==> src/rtl/usb1_line_pkg.sv <==
// usb1_line_pkg
//   Shared types and default timing for the USB 1.x line conditioner.
//   - linestate_t   : {dn,dp} bus state (SE0, J, K, SE1) in full-speed terms
//   - conn_state_t  : attach-detect state machine encoding
//   - DEF_*         : default synchronizer depth, glitch window and
//                     connect/disconnect times in 48 MHz clock cycles
package usb1_line_pkg;

  typedef enum logic [1:0] {
    LS_SE0 = 2'b00,
    LS_J   = 2'b01,
    LS_K   = 2'b10,
    LS_SE1 = 2'b11
  } linestate_t;

  typedef enum logic [1:0] {
    ST_DISC    = 2'b00,
    ST_CONNING = 2'b01,
    ST_CONN    = 2'b10
  } conn_state_t;

  localparam int DEF_SYNC_STAGES = 2;
  localparam int DEF_GLITCH_CYC  = 3;
  localparam int DEF_DISC_CYC    = 120;   // 2.5 us of SE0
  localparam int DEF_CONN_CYC    = 4800;  // 100 us of idle

endpackage

==> src/rtl/usb1_line_glitch.sv <==
// usb1_line_glitch
//   Stability filter for the synchronized 2-bit pad pair. The output only
//   moves to a new value after the input has differed from the output and
//   held that same value for GLITCH_CYC consecutive cycles; anything shorter
//   is dropped and the count starts over.
//   Optional feature macro: USB1_LINE_GLITCH_FILTER_EN. Without it the
//   module is a plain wire (q = d) and adds no latency.
// Ports:
//   clk    : clock
//   rst_n  : synchronous active-low reset
//   d      : synchronized pad pair {dn,dp}
//   q      : filtered pad pair {dn,dp}
module usb1_line_glitch
  import usb1_line_pkg::*;
#(
  parameter int GLITCH_CYC = DEF_GLITCH_CYC
) (
  input  logic       clk,
  input  logic       rst_n,
  input  logic [1:0] d,
  output logic [1:0] q
);

`ifdef USB1_LINE_GLITCH_FILTER_EN
  localparam int CW = $clog2(GLITCH_CYC + 1);

  logic [1:0]    q_reg, q_next;
  logic [1:0]    cand_reg, cand_next;
  logic [CW-1:0] cnt_reg, cnt_next;

  always_comb begin
    q_next    = q_reg;
    cand_next = cand_reg;
    cnt_next  = cnt_reg;
    if (d == q_reg) begin
      cnt_next = '0;
    end else begin
      cand_next = d;
      // A zero count means the previous sample matched the output, so even
      // a leftover candidate equal to d is the start of a fresh run.
      if (d == cand_reg && cnt_reg != '0) begin
        cnt_next = cnt_reg + 1'b1;
      end else begin
        cnt_next = CW'(1);
      end
      if (cnt_next == CW'(GLITCH_CYC)) begin
        q_next   = d;
        cnt_next = '0;
      end
    end
  end

  always_ff @(posedge clk) begin
    if (!rst_n) begin
      q_reg    <= '0;
      cand_reg <= '0;
      cnt_reg  <= '0;
    end else begin
      q_reg    <= q_next;
      cand_reg <= cand_next;
      cnt_reg  <= cnt_next;
    end
  end

  assign q = q_reg;
`else
  logic unused_ok;
  assign unused_ok = &{1'b0, clk, rst_n, GLITCH_CYC};
  assign q = d;
`endif

endmodule

==> src/rtl/usb1_line_cond.sv <==
// usb1_line_cond
//   Conditions the raw USB 1.x D+/D- pads for the PHY and detects device
//   attach/detach. Pads pass through a SYNC_STAGES flop synchronizer, an
//   optional stability filter (macro USB1_LINE_GLITCH_FILTER_EN), and a
//   registered output stage. A three-state machine (DISC/CONNING/CONN)
//   declares connect after CONN_CYC cycles of idle J/K and disconnect after
//   DISC_CYC cycles of SE0 while the PHY is receiving.
// Ports:
//   usb_clk_i    : 48 MHz USB clock
//   usb_rstn_i   : synchronous active-low reset
//   in_dp/in_dn  : raw asynchronous pads
//   tx_oen_i     : 1 = PHY receiving, 0 = host driving the bus
//   rx_dp_o/rx_dn_o/linestate_o : conditioned line ({dn,dp})
//   rx_rcv_o     : differential receive bit (holds through SE0/SE1)
//   conn_o/fs_o  : attached flag and full-speed flag latched at connect
//   conn_pulse_o/disc_pulse_o : one-cycle attach/detach events
module usb1_line_cond
  import usb1_line_pkg::*;
#(
  parameter int SYNC_STAGES = DEF_SYNC_STAGES,
  parameter int GLITCH_CYC  = DEF_GLITCH_CYC,
  parameter int DISC_CYC    = DEF_DISC_CYC,
  parameter int CONN_CYC    = DEF_CONN_CYC
) (
  input  logic       usb_clk_i,
  input  logic       usb_rstn_i,
  input  logic       in_dp,
  input  logic       in_dn,
  input  logic       tx_oen_i,
  output logic       rx_dp_o,
  output logic       rx_dn_o,
  output logic       rx_rcv_o,
  output logic [1:0] linestate_o,
  output logic       conn_o,
  output logic       fs_o,
  output logic       conn_pulse_o,
  output logic       disc_pulse_o
);

  localparam int CNT_W = $clog2(CONN_CYC + 1);
  localparam logic [CNT_W-1:0] CONN_LIM = CNT_W'(CONN_CYC);
  localparam logic [CNT_W-1:0] DISC_LIM = CNT_W'(DISC_CYC);

  // Synchronizer: newest sample enters at the low pair, oldest leaves high.
  logic [2*SYNC_STAGES-1:0] sync_reg;
  logic [1:0]               sync_last;
  logic [1:0]               filt;

  always_ff @(posedge usb_clk_i) begin
    if (!usb_rstn_i) begin
      sync_reg <= '0;
    end else begin
      sync_reg <= {sync_reg[2*SYNC_STAGES-3:0], in_dn, in_dp};
    end
  end

  assign sync_last = sync_reg[2*SYNC_STAGES-1 -: 2];

  usb1_line_glitch #(
    .GLITCH_CYC(GLITCH_CYC)
  ) u_glitch (
    .clk   (usb_clk_i),
    .rst_n (usb_rstn_i),
    .d     (sync_last),
    .q     (filt)
  );

  // Output stage; rx_rcv only follows differential states.
  linestate_t line_reg;
  logic       rcv_reg;

  always_ff @(posedge usb_clk_i) begin
    if (!usb_rstn_i) begin
      line_reg <= LS_SE0;
      rcv_reg  <= 1'b0;
    end else begin
      line_reg <= linestate_t'(filt);
      if (filt == LS_J || filt == LS_K) begin
        rcv_reg <= filt[0];
      end
    end
  end

  // Attach detection works on the registered line so that the connect and
  // disconnect timing lines up with what the PHY sees on linestate_o.
  conn_state_t      state_reg, state_next;
  logic [CNT_W-1:0] cnt_reg, cnt_next, cnt_inc;
  logic             conn_reg, conn_next;
  logic             fs_reg, fs_next;
  logic             conn_pulse_reg, conn_pulse_next;
  logic             disc_pulse_reg, disc_pulse_next;

  assign cnt_inc = (cnt_reg == {CNT_W{1'b1}}) ? cnt_reg : cnt_reg + 1'b1;

  always_comb begin
    state_next      = state_reg;
    cnt_next        = cnt_reg;
    conn_next       = conn_reg;
    fs_next         = fs_reg;
    conn_pulse_next = 1'b0;
    disc_pulse_next = 1'b0;
    case (state_reg)
      ST_DISC: begin
        cnt_next = '0;
        if ((line_reg == LS_J || line_reg == LS_K) && tx_oen_i) begin
          state_next = ST_CONNING;
          cnt_next   = CNT_W'(1);  // the qualifying cycle counts as the first
        end
      end
      ST_CONNING: begin
        if (line_reg == LS_SE0 || line_reg == LS_SE1) begin
          state_next = ST_DISC;
          cnt_next   = '0;
        end else if (cnt_inc >= CONN_LIM) begin
          state_next      = ST_CONN;
          cnt_next        = '0;
          conn_next       = 1'b1;
          fs_next         = line_reg[0];
          conn_pulse_next = 1'b1;
        end else begin
          cnt_next = cnt_inc;
        end
      end
      ST_CONN: begin
        // Host-driven SE0 (bus reset) and short SE0 (EOP) never detach.
        if (line_reg == LS_SE0 && tx_oen_i) begin
          if (cnt_inc >= DISC_LIM) begin
            state_next      = ST_DISC;
            cnt_next        = '0;
            conn_next       = 1'b0;
            fs_next         = 1'b0;
            disc_pulse_next = 1'b1;
          end else begin
            cnt_next = cnt_inc;
          end
        end else begin
          cnt_next = '0;
        end
      end
      default: begin
        state_next = ST_DISC;
        cnt_next   = '0;
      end
    endcase
  end

  always_ff @(posedge usb_clk_i) begin
    if (!usb_rstn_i) begin
      state_reg      <= ST_DISC;
      cnt_reg        <= '0;
      conn_reg       <= 1'b0;
      fs_reg         <= 1'b0;
      conn_pulse_reg <= 1'b0;
      disc_pulse_reg <= 1'b0;
    end else begin
      state_reg      <= state_next;
      cnt_reg        <= cnt_next;
      conn_reg       <= conn_next;
      fs_reg         <= fs_next;
      conn_pulse_reg <= conn_pulse_next;
      disc_pulse_reg <= disc_pulse_next;
    end
  end

  assign rx_dp_o      = line_reg[0];
  assign rx_dn_o      = line_reg[1];
  assign linestate_o  = line_reg;
  assign rx_rcv_o     = rcv_reg;
  assign conn_o       = conn_reg;
  assign fs_o         = fs_reg;
  assign conn_pulse_o = conn_pulse_reg;
  assign disc_pulse_o = disc_pulse_reg;

endmodule
==> config.mk <==
export PLATFORM = sky130hd
export DESIGN_NAME = usb1_line_cond
export DESIGN_NICKNAME = d
export VERILOG_FILES = /design/src/rtl/usb1_line_pkg.sv /design/src/rtl/usb1_line_glitch.sv /design/src/rtl/usb1_line_cond.sv
export SDC_FILE = /design/constraint.sdc
export NUM_CORES = 1
export LEC_CHECK = 0
export CAP_MARGIN = 20
export CORE_UTILIZATION = 30
export CTS_BUF_LIST = sky130_fd_sc_hd__clkbuf_16
export CTS_CLUSTER_DIAMETER = 40
export CTS_CLUSTER_SIZE = 10
export DETAILED_ROUTE_END_ITERATION = 6
export PLACE_DENSITY = 0.57
export RECOVER_POWER = 25
export SYNTH_ARGS = -nofsm -noshare
export SYNTH_HDL_FRONTEND = slang
export SYNTH_SLANG_ARGS = --single-unit
export TNS_END_PERCENT = 100
==> constraint.sdc <==
create_clock -name usb_clk_i -period 2.65 [get_ports usb_clk_i]
set_input_delay 0.6625 -clock usb_clk_i [delete_from_list [all_inputs] [get_ports usb_clk_i]]
set_output_delay 0.6625 -clock usb_clk_i [all_outputs]
set_load 0.1 [all_outputs]
==> impl_results.md, run 1 <==
* Core area at 4380 um2
* Total Nets Final at 175
* Vias at 1,204
* Initial Utilization at 0.312
* Clk sinks at 26
* # DRC at 0
* Clk pin slew, worst setup/hold paths at 0.07 ns
* FP Rows at 24
* Post-DR vias/cell at 5.50
* Clock tree buffer depth at 2
* Crit path required time at around 2.8 ns
* Final period utilization at 0.936
* Hold WS at 0.432 ns
* Seq/Total Area, Yosys at 0.380
* DR WL/cell at 13.5 um
* IO Count at 14
* CP endpoint kind: flop
* Worst Max-Slew Pin Slew at approximately 1.2 ns
* Synth Warn # at 0
* Most used DFF post-synth: dfxtp_1
* GRT overflow at 0
* Status: complete, no violations
* HP Class: reg -> reg
* Layout cells sized above 1 at 0.204
* Fillcell total at 452
* Startpoint class of the critical path: flop
* FFs w/ async S/R, synth at 0
* Design area at between 1500 and 2000 um2
* Die height at 69.6 um
* Overall power at 0.880 mW
* Final ANT Viol Nets at 0
* Area delta synth->final at 17.4%
* CP Max Fanout at 13
* Synth area leader: dfxtp_1
* RSZ-0062 raised after global routing: no
* Vias in the first global route at 1,143
* Area occupied by registers at about 520 um2
* Total CTS buffers at 3
* Leakage at about 0.55 nW
* Max Cap Violations at 0
* Mapped Area at roughly 1400 um2
* Worst Path Arrival at 2.63 ns
* Highest clock rate at between 0.4 and 0.5 GHz
* Cts repair resizes at 0
* Top cells by area, synth: dfxtp_1, and2_1, nor2_2
* Area of the multi-input gates at 746 um2
* GRT Util Overall at 0.132
* Pwr Density at about 550 nW/um2
* First-pass GRT wire length at between 5000 and 6000 um
* Initial DRC count at ~120
* Placed Area at 1510 um2
* HPWL reported at the end of detailed placement at 2130 um
* Clock latency on the worst-skew pair at 0.26 ns
* Syn Inst Count at between 150 and 200
* Fin. Hold Viols at 0
* Max FFs per register at 13
* Port Buf Inserts at 13
* Die Wd at 69.6 um
* Setup CP Type: reg -> reg
* N_diodes at 0
* Max-slew headroom at 0.227
* Clk root buf: clkbuf_16
* VDD IR-drop max at 0.273 mV
* Minimum clock period at about 2.5 ns
* Final WL at 2950 um
* Syn_nets at roughly 160
* Pre-antenna DRT Iters at 4
* Max Slew Vio Count at 0
* Pin count of the biggest net entering global routing at 16
* Synthesis-stage register bit count at 26
* Commonest cells post-synth: dfxtp_1, nand2_1, a21oi_1
* Clock skew at 0.00252 ns
* Synth top area share at 0.380
* Final setup viols at 0
* GPL Wtd Cong at a little over 0.9
* CTS tree: built
* Antenna violations before repair at 0
* Hold buffers post-CTS at 0
* Distinct cells, synth at 51
* Mean post-synth cell area at 8.90 um2
* Die ar. at 4840 um2
* H-tree lvl count at 1
* EDFF count, synth at 0
* Count leader, synth: dfxtp_1
* Final TNS setup at 0 ns
* Postcts setup bufs at 0
-- power breakdown --
part / switching, mW / leakage (nW) / internal, mW / total (mW)
registers: 0.00268 / 0.211 / 0.396 / 0.398
clock network: 0.142 / 0.0511 / 0.301 / 0.443
logic: 0.0263 / 0.284 / 0.0125 / 0.0388
total: 0.171 / 0.545 / 0.709 / 0.880
-- placed cells by master (no fill, tap or decap), types with 3 or more instances in the layout --
master and n:
nand2_1 11, inv_1 7, xor2_1 4, nor2_1 7
nand4_1 4, nor3_2 3, a21oi_1 8, clkbuf_16 3
and2_1 4, nand3_1 5, nand3b_1 4, a41oi_1 3
o21ai_0 4, nor2_2 7, buf_4 13, dfxtp_1 26
nor3_1 3, and2_0 4, and3_1 3, clkdlybuf4s50_1 3
-- area by class of cell --
cell class / count / share of cell area
Timing Repair Buffer: 19 / 0.0903
Clock buffer: 3 / 0.0467
Clock inverter: 1 / 0.0187
Inverter: 7 / 0.0163
Multi-Input combinational cell: 111 / 0.464
Tap cell: 52 / 0.0405
Sequential cell: 26 / 0.324
-- worst max-delay path: stages, from the launching register on --
cell,delay [ns]
dfxtp_1,0.34
ha_1,0.25
nand4_1,0.24
o211ai_1,0.16
a2111oi_0,0.43
a41oi_1,0.12
o2111ai_1,0.38
a21o_4,0.31
o22ai_1,0.12
-- stage by stage --
stage                     std cells  setup WS (ns)   util
after global placement          215          0.287  0.344
after detailed placement        215          0.271  0.344
after floorplan                 154          0.335      -
after CTS                       219          0.209  0.368
final                           219          0.170  0.367
after global routing            219         0.0119  0.367
-- logic make-up after synthesis --
logic type | count (synthesis) | synth area share
mux | 1 | 0.00731
buf+inv | 17 | 0.0767
simple gates | 67 | 0.294
compound gates | 35 | 0.185
flops | 26 | 0.380
xor+xnor | 6 | 0.0384
fa+ha+maj | 2 | 0.0183
-- final timing paths --
kind | slack (ns) | depth (start not counted) | to | start
hold reg to reg | 0.43 | 1 | sync_reg[2]$_SDFF_PN0_ | sync_reg[0]$_SDFF_PN0_
setup / recovery | 0.17 | 8 | cnt_reg[0]$_SDFF_PN0_ | cnt_reg[0]$_SDFF_PN0_
hold / removal | 0.43 | 1 | sync_reg[2]$_SDFF_PN0_ | sync_reg[0]$_SDFF_PN0_
setup reg to reg | 0.17 | 8 | cnt_reg[0]$_SDFF_PN0_ | cnt_reg[0]$_SDFF_PN0_
-- per-layer routing --
metal  global-route usage  wire, um
met1                0.153      1250
met2                0.223      1430
met3               0.0349       178
met4               0.0635        87
met5                    0         0
No activity file was read; power rests on OpenSTA's default activity.
==> inputs of run 2 (changes only) <==
Settings changed: SLEW_MARGIN set to 10.
==> results of run 2 <==
Same layout as run 1: the final DEF is identical, and so are final timing and power.
==> inputs of run 3 (changes only) <==
Settings changed: CAP_MARGIN 20 to 15, SETUP_SLACK_MARGIN set to 0.5.
==> run 3 against run 2 <==
Final cell count increased by 5.5%. Sequential power fell by 2%. Routed wire length grew 25%. Clock power decreased by 24%. Cell area grew 21%. Maximum frequency grew 16%. Global-route usage increased by 0.47 points. Worst hold slack improved by 0.0060 ns. Register-to-register slack better by 0.35 ns. Core utilization rose by 7.7 points. Sequential share of layout area down 3.7 points. Largest cell class unchanged.
==> impl_results.md, run 3 (same netlist as run 1, synthesis figures left out) <==
* Max Slew Vio Count at 0
* Sequential Power Share at 0.511
* N_diodes at 0
* Pin count of the biggest net entering global routing at 15
* Combinational share of power at 0.052
* Clk pin slew, worst setup/hold paths at 0.06 ns
* Initial Utilization at 0.312
* Hold WS at about 0.44 ns
* Vias at roughly 1,300
* Leakage at 0.623 nW
* Clock skew at 0.00530 ns
* CP endpoint kind: flop
* Die Wd at just under 70 um
* Final TNS setup at 0 ns
* Total Nets Final at ~190
* Post-placement cell count at around 220
* Initial DRC count at 93
* Post-DR vias/cell at about 5.6
* Final period utilization at 0.804
* Startpoint class of the critical path: flop
* NetSw at 0.163 mW
* Core area at 4380 um2
* Power Internal at roughly 0.6 mW
* Pwr Density at 393 nW/um2
* Fillcell total at around 410
* Max Cap Violations at 0
* Worst hold path stage count at 1
* Final WL at 3690 um
* Status: complete, no violations
* IO Count at 14
* Clock tree buffer depth at 2
* RSZ-0062 raised after global routing: yes
* Clock latency on the worst-skew pair at 0.26 ns
* CP Depth at 9
* # DRC at 0
* Routed wl met2 at 1900 um
* Port Buf Inserts at 13
* Area delta synth->final at 42.0%
* Worst Path Arrival at 2.33 ns
* Crit path required time at 2.85 ns
* Pre-antenna DRT Iters at 4
* Top Layer Used: met4
* CP Max Fanout at 7
* Clock group share of total power at 0.438
* HP Class: reg -> reg
* Final ANT Viol Nets at 0
* Pre-CTS setup slack at approximately 0.26 ns
* Minimum clock period at 2.13 ns
* H-tree lvl count at 1
* Vias in the first global route at 1,203
* Crit path from: cnt_reg[0]$_SDFF_PN0_
* Highest clock rate at 0.469 GHz
* Met3 routed WL at 206 um
* Area of the multi-input gates at 975 um2
* Final core utilization at 0.444
* Area occupied by registers at 558 um2
* Switch share at 0.213
* Clk sinks at 26
* Slowest cell on crit path: dfxtp_4
* Bufs and invs on worst path at 1
* First-pass GRT wire length at 5300 um
* DR WL/cell at 16.0 um
* HPWL reported at the end of detailed placement at 2140 um
* Max FFs per register at 13
* Final setup viols at 0
* R2R cell count at 9
* Die ar. at 4840 um2
* CP Cell Sequence: ha_4 > nand4_1 > o211ai_1 > a2111oi_4 > a41oi_2 > o2111ai_4 > a21o_4 > buf_6 > nor2_2
* Antenna violations before repair at 0
* Setup CP Type: reg -> reg
* Most common cell after layout, fill and taps aside: buf_4
* M1 wire length at 1480 um
* Die height at between 60 and 70 um
* Worst Max-Slew Pin Slew at 1.16 ns
* Clk root buf: clkbuf_16
* Top delay family on crit path: compound AO/OA/AOI/OAI gates
* Non-Filler Instances at 231
* GRT overflow at 0
* CP max stage delay at 0.38 ns
* GRT Util Overall at 0.136
* Fin. Hold Viols at 0
* Worst setup margin at 0.518 ns
* Worst Hold Launch: sync_reg[1]$_SDFF_PN0_
* CTS tree: built
* VDD IR-drop max at 0.265 mV
* Total CTS buffers at 3
* GPL Wtd Cong at 0.906
* Commonest cells after routing, fill and taps aside: buf_4, dfxtp_1, nand2_1, nor2_2, dfxtp_4
* Max-slew headroom at 0.231
* FP Rows at 24
* Hold buffers post-CTS at 0
* Layout cells sized above 1 at 0.464
* Reg2Reg Launch Point: cnt_reg[0]$_SDFF_PN0_
## run 3: changes by cell type in the layout (fill, tap and decap cells not counted), sizes merged
cell | before | now
clkinv | 0 | 1
a21o | 1 | 2
buf | 13 | 24
bufinv | 1 | 0
## run 3: repair_timing
item / in CTS / in global routing
pin swaps: 4 / 18
gates resized for setup: 21 / 44
cloned: 1 / 0
buffers inserted: 2 / 9
endpoints found under the setup margin: 17 / 18
## run 3: cell type report
class,instances,share of cell area
repair buffers,30,0.125
clock inverters,1,0.00193
multi-input cells,112,0.501
flip-flops and latches,26,0.287
well taps,52,0.0334
clock buffers,3,0.0386
inverters,7,0.0135
## run 3: final timing paths
check / endpoint / slack, ns
hold reg to reg: sync_reg[3]$_SDFF_PN0_ / 0.44
hold / removal: sync_reg[3]$_SDFF_PN0_ / 0.44
setup reg to reg: cnt_reg[10]$_SDFF_PN0_ / 0.52
setup / recovery: cnt_reg[10]$_SDFF_PN0_ / 0.52
## run 3: metrics by stage
stage | power [mW] | area (um2)
after floorplan | 0.435 | 1370
after global placement | 0.447 | 1510
after detailed placement | 0.448 | 1510
after CTS | 0.785 | 1700
after global routing | 0.794 | 1950
final | 0.765 | 1950
## run 3: metal layers
layer,track usage,vias up
met5,0,-
met4,0.0816,0
met3,0.0218,11
li1,-,612
met2,0.229,56
met1,0.163,612
## run 3: worst reg2reg max path, delay by kind of cell, from the launching register on
family	cells	cell delay, ns
buffers and inverters	1	0.13
flip-flops	1	0.38
AO/OA/AOI/OAI	5	1.18
adder cells (fa/ha/maj)	1	0.16
AND/OR/NAND/NOR	2	0.21
## run 3: power by group through the flow
stage | clock [mW] | sequential (mW) | combinational (mW)
after floorplan | 0 | 0.418 | 0.0172
after global placement | 0 | 0.407 | 0.0402
after detailed placement | 0 | 0.408 | 0.0404
after CTS | 0.347 | 0.397 | 0.0412
after global routing | 0.360 | 0.391 | 0.0431
final | 0.335 | 0.391 | 0.0396
